## src/rtl/div_32bit_seq.sv

```systemverilog
// Iterative restoring divider for RV32M DIV/DIVU/REM/REMU.
// Define DIV_SPECIAL_BYPASS_EN to finish div-by-zero and signed overflow in one cycle.
module div_32bit_seq #(
  parameter int WIDTH = 32
) (
  input  logic             i_clk,
  input  logic             i_rst_n,
  input  logic             i_start,
  input  logic             i_signed,
  input  logic [WIDTH-1:0] i_op_a,
  input  logic [WIDTH-1:0] i_op_b,
  output logic             o_busy,
  output logic             o_valid,
  output logic [WIDTH-1:0] o_quot,
  output logic [WIDTH-1:0] o_rem
);

  localparam int CW = $clog2(WIDTH);
  localparam logic [1:0] IDLE = 2'd0;
  localparam logic [1:0] CALC = 2'd1;
  localparam logic [1:0] DONE = 2'd2;
  localparam logic [WIDTH-1:0] ONE = WIDTH'(1);
  localparam logic [WIDTH-1:0] MIN = {1'b1, {(WIDTH-1){1'b0}}};

  logic [1:0]       state_q, state_d;
  logic [CW-1:0]    cnt_q, cnt_d;
  logic [WIDTH-1:0] rem_q, rem_d;
  logic [WIDTH-1:0] quot_q, quot_d;
  logic [WIDTH-1:0] div_q, div_d;
  logic [WIDTH-1:0] resq_q, resq_d;
  logic [WIDTH-1:0] resr_q, resr_d;
  logic             qneg_q, qneg_d;
  logic             rneg_q, rneg_d;
  logic             dz_q, dz_d;
  logic             ov_q, ov_d;

  logic             a_neg, b_neg;
  logic             is_dz, is_ov;
  logic [WIDTH-1:0] a_mag, b_mag;
  logic [WIDTH:0]   rem_sh;
  logic [WIDTH+1:0] trial;
  logic             no_borrow;
  logic             unused_bit;
  logic [WIDTH-1:0] qfix, rfix;
  logic [WIDTH-1:0] qres, rres;

  assign a_neg = i_signed & i_op_a[WIDTH-1];
  assign b_neg = i_signed & i_op_b[WIDTH-1];
  assign a_mag = a_neg ? (~i_op_a + ONE) : i_op_a;
  assign b_mag = b_neg ? (~i_op_b + ONE) : i_op_b;
  assign is_dz = (i_op_b == '0);
  assign is_ov = i_signed & (i_op_a == MIN) & (i_op_b == '1);

  // Partial remainder needs one extra bit once the divisor exceeds 2^(W-1).
  assign rem_sh    = {rem_q, quot_q[WIDTH-1]};
  assign trial     = {1'b0, rem_sh} + {2'b01, ~div_q} + (WIDTH+2)'(1);
  assign no_borrow = trial[WIDTH+1];
  assign unused_bit = trial[WIDTH];

  assign qfix = qneg_q ? (~quot_q + ONE) : quot_q;
  assign rfix = rneg_q ? (~rem_q + ONE) : rem_q;
  // Div-by-zero remainder falls out of the iterations (or bypass load) as a.
  assign qres = dz_q ? '1 : (ov_q ? MIN : qfix);
  assign rres = ov_q ? '0 : rfix;

  always_comb begin
    state_d = state_q;
    cnt_d   = cnt_q;
    rem_d   = rem_q;
    quot_d  = quot_q;
    div_d   = div_q;
    resq_d  = resq_q;
    resr_d  = resr_q;
    qneg_d  = qneg_q;
    rneg_d  = rneg_q;
    dz_d    = dz_q;
    ov_d    = ov_q;
    unique case (state_q)
      IDLE: begin
        if (i_start) begin
          qneg_d  = a_neg ^ b_neg;
          rneg_d  = a_neg;
          dz_d    = is_dz;
          ov_d    = is_ov;
          div_d   = b_mag;
          rem_d   = '0;
          quot_d  = a_mag;
          cnt_d   = '0;
          state_d = CALC;
`ifdef DIV_SPECIAL_BYPASS_EN
          if (is_dz | is_ov) begin
            qneg_d  = 1'b0;
            rneg_d  = 1'b0;
            rem_d   = i_op_a;
            state_d = DONE;
          end
`endif
        end
      end
      CALC: begin
        quot_d = {quot_q[WIDTH-2:0], no_borrow};
        rem_d  = no_borrow ? trial[WIDTH-1:0] : rem_sh[WIDTH-1:0];
        cnt_d  = cnt_q + CW'(1);
        if (cnt_q == CW'(WIDTH-1)) state_d = DONE;
      end
      DONE: begin
        resq_d  = qres;
        resr_d  = rres;
        state_d = IDLE;
      end
      default: state_d = IDLE;
    endcase
  end

  always_ff @(posedge i_clk or negedge i_rst_n) begin
    if (!i_rst_n) begin
      state_q <= IDLE;
      cnt_q   <= '0;
      rem_q   <= '0;
      quot_q  <= '0;
      div_q   <= '0;
      resq_q  <= '0;
      resr_q  <= '0;
      qneg_q  <= 1'b0;
      rneg_q  <= 1'b0;
      dz_q    <= 1'b0;
      ov_q    <= 1'b0;
    end else begin
      state_q <= state_d;
      cnt_q   <= cnt_d;
      rem_q   <= rem_d;
      quot_q  <= quot_d;
      div_q   <= div_d;
      resq_q  <= resq_d;
      resr_q  <= resr_d;
      qneg_q  <= qneg_d;
      rneg_q  <= rneg_d;
      dz_q    <= dz_d;
      ov_q    <= ov_d;
    end
  end

  assign o_busy  = (state_q == CALC);
  assign o_valid = (state_q == DONE);
  assign o_quot  = o_valid ? qres : resq_q;
  assign o_rem   = o_valid ? rres : resr_q;

endmodule

```

## config.mk

```make
export PLATFORM = sky130hd
export DESIGN_NAME = div_32bit_seq
export DESIGN_NICKNAME = d
export VERILOG_FILES = /design/src/rtl/div_32bit_seq.sv
export SDC_FILE = /design/constraint.sdc
export NUM_CORES = 1
export LEC_CHECK = 0
export CAP_MARGIN = 0
export CORE_MARGIN = 1
export CORE_UTILIZATION = 47
export CTS_CLUSTER_DIAMETER = 200
export DETAILED_ROUTE_END_ITERATION = 8
export PLACE_DENSITY = 0.69
export REMOVE_ABC_BUFFERS = 1
export SLEW_MARGIN = 20
export SYNTH_ARGS = -nofsm -noshare
export SYNTH_HDL_FRONTEND = slang
export SYNTH_SLANG_ARGS = --single-unit
```

## constraint.sdc

```tcl
create_clock -name i_clk -period 4.15 [get_ports i_clk]
set_input_delay 0.83 -clock i_clk [delete_from_list [all_inputs] [get_ports i_clk]]
set_output_delay 0.83 -clock i_clk [all_outputs]
set_load 0.02 [all_outputs]
```

# Yosys cells after proc, flatten, opt, wreduce, memory -nomap -nowiden
# Index checks and enable logic that the tools add are counted.
[classes]
muxes = 19
eq_ne = 7
add_sub_neg = 7
bitwise = 10
n_reduce_logical = 6
[ops]
columns = ["cell", "n"]
rows = [
  ["$mux W32", 12],
  ["$not A32 Y32", 5],
  ["$add A32 B1 Y32 const B", 4],
  ["$pmux W32 S2", 2],
  ["$eq A32 B32 Y1 const B", 2],
  ["$add A33 B33 Y34", 1],
  ["$add A34 B1 Y34 const B", 1],
  ["$logic_not A32 Y1", 1],
  ["$pmux W5 S2", 1],
  ["$reduce_and A2 Y1", 3],
  ["$add A5 B1 Y5 const B", 1],
  ["$eq A5 B5 Y1 const B", 1],
  ["$mux W5", 1],
  ["$and A1 B1 Y1", 4],
  ["$mux W2", 2],
  ["$pmux W2 S2", 1],
  ["$eq A2 B1 Y1 const B", 1],
  ["$eq A2 B2 Y1 const B", 1],
  ["$logic_not A2 Y1", 1],
  ["$ne A2 B1 Y1 const B", 1],
  ["$ne A2 B2 Y1 const B", 1],
  ["$reduce_bool A2 Y1", 1],
  ["$xor A1 B1 Y1", 1],
]
[totals]
elab_cells = 60
input_bits = 68
ff_bits = 171
out_inout_bits = 66

# Logic depth before layout (Yosys ltp)
[depth]
depth_word = 6
mapped_depth = 14
depth_no_buf = 13

# Worst setup path after synthesis
# OpenSTA, ideal clock, no wires.
[synth_timing]
path_type = "reg-to-output"
from = "register quot_q[8]"
to = "output o_quot[23]"
t_required_ps = 3320
path_stages_with_launch = 9
n_path_buf = 0
path_slack_ps = 415
arrival_ps = 2905
cell_sequence = "dfrtp_1 -> or3_1 -> or3_4 -> or4_4 -> or4_4 -> nand2_1 -> xnor2_1 -> a21oi_1 -> o21ai_0"
[synth_between]
elab_chain_cells = 6
[synth_rtl]
columns = ["item", "line_no", "text"]
rows = [
  ["start: declaration", "28", "logic [WIDTH-1:0] quot_q, quot_d;"],
  ["start signal: assignment", "132", "quot_q <= quot_d;"],
  ["$not A32 Y32", "60", "assign qfix = qneg_q ? (~quot_q + ONE) : quot_q;"],
  ["$add A32 B1 Y32", "60", ""],
  ["$mux W32", "60", ""],
  ["$mux W32 (2 in series)", "63", "assign qres = dz_q ? '1 : (ov_q ? MIN : qfix);"],
  ["$mux W32", "--", ""],
  ["end: declaration", "14", "output logic [WIDTH-1:0] o_quot,"],
]
# No other way between the ends.

# Worst setup path in the final report
[layout_timing]
from = "register quot_q[8]"
to = "output o_quot[31]"
# The elaborated chain is that of the path after synthesis.

==> out/results.txt <==
Startpoint Class -> flop
Post-Place Setup Slack -> -0.109 ns
Avg Cell Area, Syn -> 8.69 µm²
CTS Buf Count -> 17
Max Clock Skew -> 0.0110 ns
detailed-route vias per instance -> 5.71
number of synthesized flops with an enable pin -> 0
largest family of logic cells by synthesized area -> compound AO/OA/AOI/OAI gates
Final period util -> 103%
share of layout cells above drive strength 1 -> 11.3%
mux cell area share after synthesis -> 2.07%
initial antenna violation count -> 3
Placed Area -> 0.0130 mm²
Core Util, Final -> 60.3%
MaxCap Viol Count -> 0
Routed WL per cell -> 17.5 µm
post-synthesis async set-or-reset flop share -> 100%
count of cell types in the netlist -> 61
FILL cells -> 2,040
Detailed Route WL -> 30,500 µm
Mapped Cells -> 1,277
critical path capture point type -> output pin
Max Buffers Root-to-Sink -> 2
Clock Pin Slew Worst Setup and Hold Paths -> 0.07 ns
post-route minimum period -> 4.26 ns
Most used DFF post-synth -> dfrtp_1
clock latency on the worst-skew pair -> 0.43 ns
Initial Util -> 48.4%
CTS tree -> built
area share of the leading cell type in the synthesized netlist -> 38.6%
DRC viols -> 0
full die area -> 0.0242 mm²
Initial DRC Count -> 566
area delta synth->final -> 24.5%
#FFs+latches synth -> 171
failing checks -> negative setup slack
GR Util All Layers -> 26.1%
Req. time, crit path -> 3.32 ns
core area -> 0.0229 mm²
Synth Area in XOR/XNOR -> 11.5%
Post-CTS Hold Fix Bufs -> 0
Synth area leaders -> dfrtp_1, o21ai_0, xnor2_1
global-route wire length before repair -> 50,000 µm
worst hold path class -> input pin to asynchronous set/reset pin
Die H -> 156 µm
GRT overflow -> 0
DR vias -> 9,988
FMAX -> 0.235 GHz
H-tree levels -> 4
Seq/Total Area, Yosys -> 38.6%
Layout Nets -> 1,531
Top-Level Pins -> 134
Final setup violation count -> 5
largest net degree at the start of global routing -> 92
vias in the first global route -> 9,597
status -> finished with violations
hpwl dp -> 21,900 µm
DRT antenna net count -> 0
GP Congestion -> 0.940
Die X -> 156 µm
worst-margin pin slew -> 0.929 ns
Yosys warnings -> 0
Yosys top cell by area -> dfrtp_1
Adder-Cell Fraction of Synth Area -> 4.58%
crit-path max FO -> 6
crit path DAT -> 3.43 ns
crit path kind -> flop to output pin
RSZ-0062 raised after global routing -> yes
drt pass-1 iters -> 5
Slew Viols, Final -> 0
power density cells -> 792 mW/mm²
Post-Synth Simple-Gate Area -> 15.8%
PortBufs -> 133
Leakage -> 6.08 nW
Num Clock Sinks -> 171
Synth Area in Compound Gates -> 23.2%
Netlist Area Pre-Place -> 0.0111 mm²
Max IR drop VDD -> 314 µV
cell row count -> 55
final-report hold violation count -> 0
clock root buffer -> clkbuf_16
Worst slew margin -> 37.9%
setup ws final -> -0.108 ns
design area -> 0.0138 mm²
## cell type report
type	instances	area, µm²	share of cell area [%]
Inverter	54	203	1.47
Sequential cell	171	4280	31.0
Clock buffer	20	467	3.38
Antenna cell	1	2.50	0.0181
Timing Repair Buffer	198	1790	12.9
Tap cell	313	392	2.83
Multi-Input combinational cell	981	6500	47.0
Clock inverter	12	185	1.34
## critical path, stage by stage, from the launching register on
cell,delay [ns]
dfrtp_1,0.39
or3_4,0.39
or3_4,0.34
or4_4,0.53
or4_4,0.50
o41ai_4,0.26
xnor2_1,0.15
nor3_1,0.06
o21ai_1,0.20
buf_4,0.18
## state kept, by name (all words and copies together) (netlist names), 2 cells and up
register,count
quot_q,32
rem_q,32
cnt_q,5
resr_q,32
div_q,32
resq_q,32
state_q,2
## power by group
group | internal (mW) | total, mW | leakage, nW | switching (mW)
clock | 1.07 | 1.77 | 0.316 | 0.701
combinational | 2.82 | 6.23 | 3.57 | 3.40
sequential | 2.27 | 2.94 | 2.19 | 0.670
## Yosys cell counts (5+ instances only)
| cell type | count |
|---|---|
| a21o_1 | 18 |
| a21oi_1 | 67 |
| a22o_1 | 31 |
| a22oi_1 | 32 |
| a31oi_1 | 10 |
| and3_1 | 7 |
| buf_1 | 5 |
| clkbuf_1 | 65 |
| dfrtp_1 | 171 |
| ha_1 | 39 |
| inv_1 | 53 |
| mux2i_1 | 23 |
| nand2_1 | 147 |
| nand2b_1 | 14 |
| nand3_1 | 47 |
| nand4_1 | 12 |
| nor2_1 | 66 |
| nor3_1 | 9 |
| nor4_1 | 9 |
| o211ai_1 | 6 |
| o21ai_0 | 175 |
| o31ai_1 | 24 |
| o41ai_1 | 13 |
| or3_1 | 11 |
| or4_1 | 13 |
| or4_4 | 6 |
| xnor2_1 | 94 |
| xor2_1 | 52 |
## worst paths after layout
path,from,end,slack [ns],depth (start not counted)
worst max register to register,quot_q[31]$_DFFE_PN0P_,rem_q[24]$_DFFE_PN0P_,0.31,13
worst max-delay path,quot_q[8]$_DFFE_PN0P_,o_quot[31],-0.11,9
max in group asynchronous,i_rst_n,qneg_q$_DFFE_PN0P_,2.76,2
min in group i_clk,resr_q[0]$_DFF_PN0_,resr_q[0]$_DFF_PN0_,0.48,2
worst min register to register,resr_q[0]$_DFF_PN0_,resr_q[0]$_DFF_PN0_,0.48,2
worst min-delay path,i_rst_n,resr_q[11]$_DFF_PN0_,0.43,1
## what timing repair did
item | in CTS | in global routing
hold endpoints to repair | 0 | 0
buffers inserted | 1 | 8
setup endpoints to repair | 37 | 32
resized for setup | 80 | 44
pin swaps | 2 | 7
## cells in the final DEF (no fill, tap or decap), types with 32 or more instances in the layout
cell type        instances
ha_1                    39
inv_1                   52
nor2_1                  64
clkdlybuf4s50_1         92
nand2_1                144
a22oi_1                 32
a21oi_1                 66
xnor2_1                 94
o21ai_0                169
nand3_1                 44
xor2_1                  52
dfrtp_1                170
buf_4                   65
## metrics by stage
stage               TNS [ns]  power (mW)  cells  hold WS [ns]
floorplan              -9.85        7.27   1206         0.449
global placement     -0.0628        8.93   1708         0.463
detailed placement    -0.132        9.02   1708         0.463
CTS                   -0.205        10.9   1741         0.461
global route           -1.52        11.9   1749         0.484
finish                -0.299        10.9   1750         0.432
## metal layers
layer  global-route usage (%)  vias up  routed length [µm]  share of wire, %
li1                         -     4873                   -                 -
met1                     33.9     4791               13300                43
met2                     43.2      280               14800                48
met3                     5.47       42                1710               5.6
met4                     8.54        2                 761               2.5
met5                        0        -                  11             0.036
## kinds of logic (layout without fill, tap and decap cells)
family | Yosys count | after routing
compound gates | 410 | 410
fa+ha+maj | 40 | 40
simple gates | 362 | 362
flops | 171 | 171
xor+xnor | 146 | 146
mux | 23 | 23
buf+inv | 125 | 284
other cells | 0 | 1
No activity file was read; power rests on OpenSTA's default activity.
